===== config.mk =====
export PLATFORM = sky130hd
export DESIGN_NAME = xevious_input_ctrl_flat
export DESIGN_NICKNAME = d
export VERILOG_FILES = /design/src/rtl/xevious_input_pkg.sv /design/src/rtl/xevious_input_ctrl_if.sv /design/src/rtl/xevious_coin_pulser.sv /design/src/rtl/xevious_input_ctrl.sv /design/src/flat_wrapper.sv
export SDC_FILE = /design/constraint.sdc
export NUM_CORES = 1
export LEC_CHECK = 0
export BUFFER_PORTS_ARGS = -buffer_cell sky130_fd_sc_hd__buf_4
export CORE_MARGIN = 4
export CORE_UTILIZATION = 40
export DETAILED_ROUTE_END_ITERATION = 8
export HOLD_SLACK_MARGIN = 0.05
export SLEW_MARGIN = 20
export SYNTH_ARGS = -nofsm -noshare
export SYNTH_HDL_FRONTEND = slang
export SYNTH_SLANG_ARGS = --single-unit

===== constraint.sdc =====
create_clock -name clk_sys -period 4.3 [get_ports clk_sys]
set_input_delay 0.215 -clock clk_sys [delete_from_list [all_inputs] [get_ports clk_sys]]
set_output_delay 0.215 -clock clk_sys [all_outputs]
set_load 0.03 [all_outputs]

===== src/rtl/xevious_input_pkg.sv =====
// Shared constants for the xevious input conditioning stage: joystick bit map,
// PS/2 scan codes, held-key slots and the coin pulser state type.
package xevious_input_pkg;

  localparam int JOY_R     = 0;
  localparam int JOY_L     = 1;
  localparam int JOY_D     = 2;
  localparam int JOY_U     = 3;
  localparam int JOY_FIRE  = 4;
  localparam int JOY_BOMB  = 5;
  localparam int JOY_ST1   = 6;
  localparam int JOY_ST2   = 7;
  localparam int JOY_COIN  = 8;

  // arrows and ctrl match on the low byte only, so the extended bit is ignored
  localparam logic [7:0] SC_UP    = 8'h75;
  localparam logic [7:0] SC_DOWN  = 8'h72;
  localparam logic [7:0] SC_LEFT  = 8'h6B;
  localparam logic [7:0] SC_RIGHT = 8'h74;
  localparam logic [7:0] SC_BOMB  = 8'h14;
  localparam logic [8:0] SC_FIRE  = 9'h029;
  localparam logic [8:0] SC_F1    = 9'h005;
  localparam logic [8:0] SC_ONE   = 9'h016;
  localparam logic [8:0] SC_F2    = 9'h006;
  localparam logic [8:0] SC_TWO   = 9'h01E;
  localparam logic [8:0] SC_FIVE  = 9'h02E;
  localparam logic [8:0] SC_SIX   = 9'h036;
  localparam logic [8:0] SC_S     = 9'h01B;

  localparam int NUM_KEYS = 13;
  localparam logic [3:0] KEY_UP    = 4'd0;
  localparam logic [3:0] KEY_DOWN  = 4'd1;
  localparam logic [3:0] KEY_LEFT  = 4'd2;
  localparam logic [3:0] KEY_RIGHT = 4'd3;
  localparam logic [3:0] KEY_FIRE  = 4'd4;
  localparam logic [3:0] KEY_BOMB  = 4'd5;
  localparam logic [3:0] KEY_F1    = 4'd6;
  localparam logic [3:0] KEY_ONE   = 4'd7;
  localparam logic [3:0] KEY_F2    = 4'd8;
  localparam logic [3:0] KEY_TWO   = 4'd9;
  localparam logic [3:0] KEY_FIVE  = 4'd10;
  localparam logic [3:0] KEY_SIX   = 4'd11;
  localparam logic [3:0] KEY_S     = 4'd12;

  typedef enum logic [1:0] {
    IDLE  = 2'd0,
    PULSE = 2'd1,
    GAP   = 2'd2
  } coin_state_t;

endpackage


===== src/rtl/xevious_input_ctrl_if.sv =====
// Bundle between hps_io side (master) and the input conditioning block (slave).
interface xevious_input_ctrl_if;

  logic [10:0] ps2_key;
  logic [15:0] joystick_0;
  logic [15:0] joystick_1;
  logic        no_rotate;
  logic        vblank;

  logic up, down, left, right;
  logic fire, bomb, bomb_2;
  logic start1, start2;
  logic coin;

  modport master (
    output ps2_key, joystick_0, joystick_1, no_rotate, vblank,
    input  up, down, left, right, fire, bomb, bomb_2, start1, start2, coin
  );

  modport slave (
    input  ps2_key, joystick_0, joystick_1, no_rotate, vblank,
    output up, down, left, right, fire, bomb, bomb_2, start1, start2, coin
  );

endinterface


===== src/rtl/xevious_coin_pulser.sv =====
// Shapes coin requests into frame-timed pulses with an enforced low gap;
// one further request may be queued while a pulse or gap is in progress.
//   state | meaning
//   IDLE  | waiting for a pending coin request
//   PULSE | coin high, counting COIN_FRAMES frame ticks
//   GAP   | coin low, counting COIN_GAP frame ticks before accepting again
module xevious_coin_pulser
  import xevious_input_pkg::*;
#(
  parameter int COIN_FRAMES = 3,
  parameter int COIN_GAP    = 2
) (
  input  logic clk_sys,
  input  logic reset,
  input  logic src,
  input  logic tick,
  output logic coin
);

  coin_state_t state, state_nxt;
  logic [3:0]  cnt, cnt_nxt, cnt_inc;
  logic        pending, pending_nxt;
  logic        coin_nxt;
  logic        src_q, src_rise;

  assign src_rise = src & ~src_q;
  assign cnt_inc  = cnt + 4'd1;

  always_ff @(posedge clk_sys) begin
    if (reset) begin
      state   <= IDLE;
      cnt     <= 4'd0;
      pending <= 1'b0;
      coin    <= 1'b0;
      src_q   <= 1'b0;
    end else begin
      state   <= state_nxt;
      cnt     <= cnt_nxt;
      pending <= pending_nxt;
      coin    <= coin_nxt;
      src_q   <= src;
    end
  end

  always_comb begin
    state_nxt   = state;
    cnt_nxt     = cnt;
    pending_nxt = pending | src_rise;
    coin_nxt    = coin;
    unique case (state)
      IDLE: begin
        if (pending) begin
          state_nxt   = PULSE;
          pending_nxt = src_rise;
          cnt_nxt     = 4'd0;
          coin_nxt    = 1'b1;
        end
      end
      PULSE: begin
        if (tick) begin
          if (cnt_inc == 4'(COIN_FRAMES)) begin
            state_nxt = GAP;
            cnt_nxt   = 4'd0;
            coin_nxt  = 1'b0;
          end else begin
            cnt_nxt = cnt_inc;
          end
        end
      end
      GAP: begin
        if (COIN_GAP == 0) begin
          state_nxt = IDLE;
          cnt_nxt   = 4'd0;
        end else if (tick) begin
          if (cnt_inc == 4'(COIN_GAP)) begin
            state_nxt = IDLE;
            cnt_nxt   = 4'd0;
          end else begin
            cnt_nxt = cnt_inc;
          end
        end
      end
      default: begin
        state_nxt = IDLE;
        cnt_nxt   = 4'd0;
        coin_nxt  = 1'b0;
      end
    endcase
  end

endmodule


===== src/rtl/xevious_input_ctrl.sv =====
// Input conditioning between hps_io and the xevious core: PS/2 held-key decode,
// joystick merge, rotation remap, frame tick and coin shaping.
// Optional autofire is built when XEVIOUS_AUTOFIRE_EN is defined.
module xevious_input_ctrl
  import xevious_input_pkg::*;
#(
  parameter int COIN_FRAMES = 3,
  parameter int COIN_GAP    = 2,
  parameter int AF_PERIOD   = 4
) (
  input logic                 clk_sys,
  input logic                 reset,
  xevious_input_ctrl_if.slave bus
);

  logic [NUM_KEYS-1:0] keys;
  logic                toggle_q;
  logic [3:0]          key_sel;
  logic                key_hit;
  logic [8:0]          code;
  logic [15:0]         joy;
  logic                vblank_q, tick;

  logic src_up, src_down, src_left, src_right;
  logic fire_held, fire_nxt, coin_src;
  logic up_q, down_q, left_q, right_q, fire_q, bomb_q, bomb_2_q, start1_q, start2_q;
  logic unused_joy;

  assign code       = bus.ps2_key[8:0];
  assign joy        = bus.joystick_0 | bus.joystick_1;
  assign unused_joy = ^joy[15:9];
  assign tick       = bus.vblank & ~vblank_q;

  always_comb begin
    key_hit = 1'b1;
    key_sel = KEY_UP;
    case (code[7:0])
      SC_UP:    key_sel = KEY_UP;
      SC_DOWN:  key_sel = KEY_DOWN;
      SC_LEFT:  key_sel = KEY_LEFT;
      SC_RIGHT: key_sel = KEY_RIGHT;
      SC_BOMB:  key_sel = KEY_BOMB;
      default: begin
        case (code)
          SC_FIRE: key_sel = KEY_FIRE;
          SC_F1:   key_sel = KEY_F1;
          SC_ONE:  key_sel = KEY_ONE;
          SC_F2:   key_sel = KEY_F2;
          SC_TWO:  key_sel = KEY_TWO;
          SC_FIVE: key_sel = KEY_FIVE;
          SC_SIX:  key_sel = KEY_SIX;
          SC_S:    key_sel = KEY_S;
          default: key_hit = 1'b0;
        endcase
      end
    endcase
  end

  assign src_up    = keys[KEY_UP]    | joy[JOY_U];
  assign src_down  = keys[KEY_DOWN]  | joy[JOY_D];
  assign src_left  = keys[KEY_LEFT]  | joy[JOY_L];
  assign src_right = keys[KEY_RIGHT] | joy[JOY_R];
  assign fire_held = keys[KEY_FIRE]  | joy[JOY_FIRE];
  assign coin_src  = keys[KEY_FIVE]  | keys[KEY_SIX] | joy[JOY_COIN];

`ifdef XEVIOUS_AUTOFIRE_EN
  logic       fire_held_q, af_phase;
  logic [3:0] af_cnt;

  always_ff @(posedge clk_sys) begin
    if (reset) begin
      fire_held_q <= 1'b0;
      af_phase    <= 1'b0;
      af_cnt      <= 4'd0;
    end else begin
      fire_held_q <= fire_held;
      if (!fire_held || !fire_held_q) begin
        af_phase <= 1'b1;
        af_cnt   <= 4'd0;
      end else if (tick) begin
        if (af_cnt == 4'(AF_PERIOD - 1)) begin
          af_phase <= ~af_phase;
          af_cnt   <= 4'd0;
        end else begin
          af_cnt <= af_cnt + 4'd1;
        end
      end
    end
  end

  // the press cycle fires regardless of phase so the first shot is immediate
  assign fire_nxt = fire_held & (~fire_held_q | af_phase);
`else
  logic unused_af;
  assign unused_af = ^4'(AF_PERIOD);
  assign fire_nxt  = fire_held;
`endif

  always_ff @(posedge clk_sys) begin
    if (reset) begin
      keys     <= '0;
      toggle_q <= 1'b0;
      vblank_q <= 1'b0;
      up_q     <= 1'b0;
      down_q   <= 1'b0;
      left_q   <= 1'b0;
      right_q  <= 1'b0;
      fire_q   <= 1'b0;
      bomb_q   <= 1'b0;
      bomb_2_q <= 1'b0;
      start1_q <= 1'b0;
      start2_q <= 1'b0;
    end else begin
      toggle_q <= bus.ps2_key[10];
      vblank_q <= bus.vblank;
      if ((bus.ps2_key[10] != toggle_q) && key_hit)
        keys[key_sel] <= bus.ps2_key[9];
      // horizontal cabinet: the panel is turned a quarter, directions rotate with it
      up_q     <= bus.no_rotate ? src_left  : src_up;
      down_q   <= bus.no_rotate ? src_right : src_down;
      left_q   <= bus.no_rotate ? src_down  : src_left;
      right_q  <= bus.no_rotate ? src_up    : src_right;
      fire_q   <= fire_nxt;
      bomb_q   <= keys[KEY_BOMB] | joy[JOY_BOMB];
      bomb_2_q <= keys[KEY_S]    | joy[JOY_BOMB];
      start1_q <= keys[KEY_F1]   | keys[KEY_ONE] | joy[JOY_ST1];
      start2_q <= keys[KEY_F2]   | keys[KEY_TWO] | joy[JOY_ST2];
    end
  end

  xevious_coin_pulser #(
    .COIN_FRAMES (COIN_FRAMES),
    .COIN_GAP    (COIN_GAP)
  ) u_coin (
    .clk_sys (clk_sys),
    .reset   (reset),
    .src     (coin_src),
    .tick    (tick),
    .coin    (bus.coin)
  );

  assign bus.up     = up_q;
  assign bus.down   = down_q;
  assign bus.left   = left_q;
  assign bus.right  = right_q;
  assign bus.fire   = fire_q;
  assign bus.bomb   = bomb_q;
  assign bus.bomb_2 = bomb_2_q;
  assign bus.start1 = start1_q;
  assign bus.start2 = start2_q;

endmodule


===== src/flat_wrapper.sv =====
// flat-port wrapper written by rule: the top's interface ports become plain ports
module xevious_input_ctrl_flat import xevious_input_pkg::*;
#(
  parameter int COIN_FRAMES = 3,
  parameter int COIN_GAP    = 2,
  parameter int AF_PERIOD   = 4
)
  (clk_sys, reset, bus_ps2_key, bus_joystick_0, bus_joystick_1, bus_no_rotate, bus_vblank, bus_up, bus_down, bus_left, bus_right, bus_fire, bus_bomb, bus_bomb_2, bus_start1, bus_start2, bus_coin);
  xevious_input_ctrl_if bus_i ();
  input logic clk_sys;
  input logic reset;
  input wire logic [$bits(bus_i.ps2_key)-1:0] bus_ps2_key;
  input wire logic [$bits(bus_i.joystick_0)-1:0] bus_joystick_0;
  input wire logic [$bits(bus_i.joystick_1)-1:0] bus_joystick_1;
  input wire logic [$bits(bus_i.no_rotate)-1:0] bus_no_rotate;
  input wire logic [$bits(bus_i.vblank)-1:0] bus_vblank;
  output wire logic [$bits(bus_i.up)-1:0] bus_up;
  output wire logic [$bits(bus_i.down)-1:0] bus_down;
  output wire logic [$bits(bus_i.left)-1:0] bus_left;
  output wire logic [$bits(bus_i.right)-1:0] bus_right;
  output wire logic [$bits(bus_i.fire)-1:0] bus_fire;
  output wire logic [$bits(bus_i.bomb)-1:0] bus_bomb;
  output wire logic [$bits(bus_i.bomb_2)-1:0] bus_bomb_2;
  output wire logic [$bits(bus_i.start1)-1:0] bus_start1;
  output wire logic [$bits(bus_i.start2)-1:0] bus_start2;
  output wire logic [$bits(bus_i.coin)-1:0] bus_coin;
  assign bus_i.ps2_key = bus_ps2_key;
  assign bus_i.joystick_0 = bus_joystick_0;
  assign bus_i.joystick_1 = bus_joystick_1;
  assign bus_i.no_rotate = bus_no_rotate;
  assign bus_i.vblank = bus_vblank;
  assign bus_up = bus_i.up;
  assign bus_down = bus_i.down;
  assign bus_left = bus_i.left;
  assign bus_right = bus_i.right;
  assign bus_fire = bus_i.fire;
  assign bus_bomb = bus_i.bomb;
  assign bus_bomb_2 = bus_i.bomb_2;
  assign bus_start1 = bus_i.start1;
  assign bus_start2 = bus_i.start2;
  assign bus_coin = bus_i.coin;
  xevious_input_ctrl #(.COIN_FRAMES(COIN_FRAMES), .COIN_GAP(COIN_GAP), .AF_PERIOD(AF_PERIOD)) u_core (.clk_sys(clk_sys), .reset(reset), .bus(bus_i));
endmodule

# Word-level counts from Yosys, hierarchy flattened
# Index checks and enable logic that the tools add are counted.
[word_totals]
register_bits = 33
out_inout_bits = 10
[op_classes]
add_sub_neg = 1
n_lt_le_gt_ge = 2
eq_ne = 23
n_mux = 29
n_bitwise = 20
n_reduce_logical = 8
[ops]
columns = ["op", "n"]
rows = [
  ["$eq A8 B7 Y1 const B", 4],
  ["$pmux W4 S8", 1],
  ["$eq A9 B5 Y1 const B", 3],
  ["$eq A9 B6 Y1 const B", 3],
  ["$mux W4", 5],
  ["$pmux W4 S5", 1],
  ["$eq A9 B3 Y1 const B", 2],
  ["$or A1 B1 Y1", 14],
  ["$bwmux W13", 1],
  ["$mux W1", 12],
  ["$pmux W4 S3", 1],
  ["$mux W2", 5],
  ["$or A9 B9 Y9", 1],
  ["$eq A4 B2 Y1 const B", 2],
  ["$eq A8 B5 Y1 const B", 1],
  ["$reduce_or A8 Y1", 1],
  ["$ne A2 B2 Y1 const B", 3],
  ["$pmux W2 S3", 1],
  ["$lt A4 B5 Y1 const B", 1],
  ["$reduce_and A5 Y1", 1],
  ["$reduce_or A5 Y1", 1],
  ["$add A4 B1 Y4 const B", 1],
  ["$demux W1 S4", 1],
  ["$ge A4 B1 Y1 const B", 1],
  ["11 further kinds", 16],
]

# Longest topological paths before layout
[depth]
depth_word = 8
depth_mapped = 8

# Modules after synthesis
# Synthesis repeated with hierarchy kept, for this count alone.
[unflattened]
cells_unflattened = 232
area_unflattened_um2 = 2039.5
[modules_own_cells]
columns = ["module", "instances", "cells_each", "area_each_um2"]
rows = [
  ["xevious_input_ctrl", 1, 162, 1455.1],
  ["xevious_coin_pulser", 1, 70, 584.3],
]

# Worst setup path after synthesis
# OpenSTA, ideal clock, no wires.
[synth_timing]
path_kind = "input -> register"
start = "input port bus_ps2_key[2]"
end = "register u_core.keys[9]"
arrival_time_ns = 2.031
required_time_ns = 4.168
setup_slack_ns = 2.137
stages = 7
path_cell_list = "buf_6 -> or4_4 -> a211oi_4 -> a311oi_2 -> a211oi_4 -> or3b_1 -> mux2i_1"
[synth_between]
elab_chain_cells = 8
word_cells_on_any_way = 26
classes_between = "2 x order compare; 13 x eq/ne; 7 x mux; 4 x reduce/logical"
[synth_rtl]
columns = ["element", "line", "source"]
rows = [
  ["from (decl)", "flat_wrapper.sv:12", "input wire logic [$bits(bus_i.ps2_key)-1:0] bus_ps2_key;"],
  ["$eq A9 B5 Y1 (tied with other cells)", "xevious_input_ctrl.sv:44", "case (code)"],
  ["$pmux W4 S8", "xevious_input_ctrl.sv:44", ""],
  ["$pmux W4 S5", "xevious_input_ctrl.sv:37", "case (code[7:0])"],
  ["$lt A4 B5 Y1 (implied by the code) / $ge A4 B1 Y1 (equally long branches)", "xevious_input_ctrl.sv:117", "keys[key_sel] <= bus.ps2_key[9];"],
  ["$logic_and A1 B1 Y1 (implied by the code)", "xevious_input_ctrl.sv:117", ""],
  ["$mux W1 (implied by the code)", "xevious_input_ctrl.sv:117", ""],
  ["$demux W1 S4", "--", ""],
  ["$bwmux W13", "xevious_input_ctrl.sv:117", ""],
  ["to (signal, indexed assignment)", "xevious_input_ctrl.sv:117", ""],
  ["to (decl)", "xevious_input_ctrl.sv:16", "logic [NUM_KEYS-1:0] keys;"],
]
# Several ways; a longest one is shown, not always the timed one.
# A chain may end at the register's enable or synchronous reset.

# Worst setup path in the final report
# Same ends and word-level chain as after synthesis.

==> out/metrics.cfg <==
[final_layout]
regMostFlops = u_core.keys
finalNetCount = 300
syn_to_final_growth_pct = 19.8
final_cell_mix = 42 x buf_4, 33 x dfxtp_1, 16 x nand2b_1, 16 x nor2_1, 15 x mux2i_1
mostFrequentLayoutCell = buf_4
largest_register_ffs = 13
top_regs = u_core.keys: 13 flops, u_core.u_coin.cnt: 4 flops, u_core.u_coin.state: 2 flops
layout-drive-gt1-share = 0.258
num_antenna_cells = 0

[route]
via_count = 1598
first_iter_violations = 73
drc = 0
drt-total-wl_um = 3840
dr.pass1.iters = 4
routedWlPerCell_um = 12.7
via_per_inst = 5.29
ant_nets = 0

[setup_path]
critPathCaptureType = flop
cp_data_required_time_ps = 4440
worstSetupPathType = in -> reg
cp.arrival_ps = 2220
critical_path.max_fanout = 10
r2r_start = u_core.u_coin.cnt[0]$_SDFFE_PP0P_
cp-start-kind = input pin
cp-startpoint = bus_ps2_key[2]

[logic_synthesis]
synth_flop_cell = dfxtp_1
syn_nets = 263
synth_sequential_area_ratio = 0.342
async_reset_ff_frac = 0
yosysUniqueCellTypes = 52
syn_area_per_cell_um2 = 9.19
synth-seq-cells = 33
synth_area_um2 = 1930
ys_warn_count = 0
syn-instance-count = 210
synth_edf_count = 0

[timing]
fin_crit_ps = 2070
rsz0062_at_grt = no
slew_headroom = 0.561
slew_viol_final = 0
finalSetupTns_ps = 0
finalHoldViolCount = 0
tightest_slew_ps = 659
period_share = 0.482
fmax_mhz = 482
fin_worst_skew_ps = 4.85
holdWs_ps = 139
setup_viol = 0

[clock_tree]
clockRootBuffer = clkbuf_8
cts_max_level = 2
hold_buffers = 0
clock_latency_ps = 280
path_clk_slew_ps = 70
numCtsBuffers = 5
cts.sinks = 33
cts_max_path_buffers = 2
cts_tree = built
ctsResizeCount = 0
cts_setup_buffers = 0

[grt]
grt_pass1_wl_um = 6720
grt_pass1_vias = 1499
grt_usage = 0.135
grt_max_degree = 36
gr-total-overflow = 0
antenna_found_initial = 0

[power_and_ir_drop]
power.leakage_nw = 0.971
cellPowerDensity_nw_per_um2 = 327
vdd.ir_drop.worst_v = 0.000144
fin_total_pwr_w = 0.000757

[place]
io_buffers = 42
routabilityCongestion = 0.772
dp_hpwl_um = 2870

[hold_path]
min_path_type = in -> reg
min-delay-start = bus_joystick_0[4]

[floorplan]
start_util = 0.411
die_h_um = 77.5
ios = 57
die_w_um = 77.5
rows = 25
core_um2 = 4690
die_area_um2 = 6000

[run_status]
run_status = completed

[job]
max_cap_viol_count = 0

## final timing paths
kind	endpoint	slack (ps)	cells after the start
max	u_core.keys[9]$_SDFFE_PP0P_	2230	7
min	u_core.bus.fire$_SDFF_PP0_	140	3
max reg2reg	u_core.u_coin.state[0]$_SDFFE_PP0P_	2360	7
min reg2reg	u_core.u_coin.pending$_SDFF_PP0_	440	1
## worst max-delay path, cell delays in order
cell and delay, ps:
buf_4 140, or4_4 560, a211oi_4 250, a311oi_2 90
a211oi_4 410, or3b_1 410, mux2i_1 130
## power breakdown
group / internal [W] / switching (W) / leakage, nW
registers: 0.000324 / 0.00000940 / 0.271
clock network: 0.000112 / 0.000111 / 0.0439
logic: 0.0000879 / 0.000113 / 0.657
## kinds of logic after synthesis
kind of cell    count (synthesis)  share of synthesized area
flops                          33                      0.342
fa+ha+maj                       6                     0.0389
xor+xnor                        5                     0.0324
compound gates                 33                      0.136
buf+inv                        21                     0.0629
simple gates                   97                      0.310
mux                            15                     0.0778
## per-layer routing
layer / share of wire / track usage / up-vias / routed length (um)
met5: 0 / 0 / - / 0
met4: 0.0091 / 0.0427 / 0 / 35
met3: 0.035 / 0.0313 / 2 / 133
met2: 0.50 / 0.234 / 26 / 1930
met1: 0.45 / 0.165 / 739 / 1740
li1: - / - / 831 / -
## cell usage after synthesis (2+ instances only)
| cell type | instances | area, um2 |
|---|---|---|
| a211oi_4 | 2 | 40.0 |
| nor3_1 | 11 | 55.1 |
| buf_6 | 3 | 33.8 |
| nor2_1 | 16 | 60.1 |
| nand2b_1 | 16 | 100 |
| clkbuf_1 | 6 | 22.5 |
| xnor2_1 | 3 | 26.3 |
| ha_1 | 6 | 75.1 |
| dfxtp_1 | 33 | 661 |
| nor2b_1 | 6 | 37.5 |
| a21o_1 | 2 | 15.0 |
| nand4_1 | 2 | 12.5 |
| a211oi_1 | 6 | 45.0 |
| o32ai_1 | 2 | 17.5 |
| or4_1 | 2 | 15.0 |
| nor4_1 | 8 | 50.1 |
| nor4b_1 | 2 | 17.5 |
| nand2_1 | 6 | 22.5 |
| mux2i_1 | 15 | 150 |
| inv_1 | 9 | 33.8 |
| nand3_1 | 8 | 40.0 |
| nand3b_1 | 7 | 52.6 |
| a21oi_1 | 6 | 30.0 |
| o21ai_0 | 5 | 25.0 |
## through the flow
step	area, um2	util	std cells	setup WS, ps
floorplan	1930	-	210	2140
global placement	2230	0.474	294	1950
detailed placement	2230	0.474	294	1930
CTS	2310	0.493	302	2230
global route	2310	0.493	302	2100
finish	2310	0.493	302	2230
## layout make-up
class | count | area (um2)
fillers | 466 | 2380
multi-input cells | 156 | 1150
flip-flops and latches | 33 | 661
repair buffers | 42 | 315
clock buffers | 5 | 68.8
well taps | 54 | 67.6
inverters | 9 | 33.8
clock inverters | 3 | 17.5
Power figures use the tool's default switching activity.
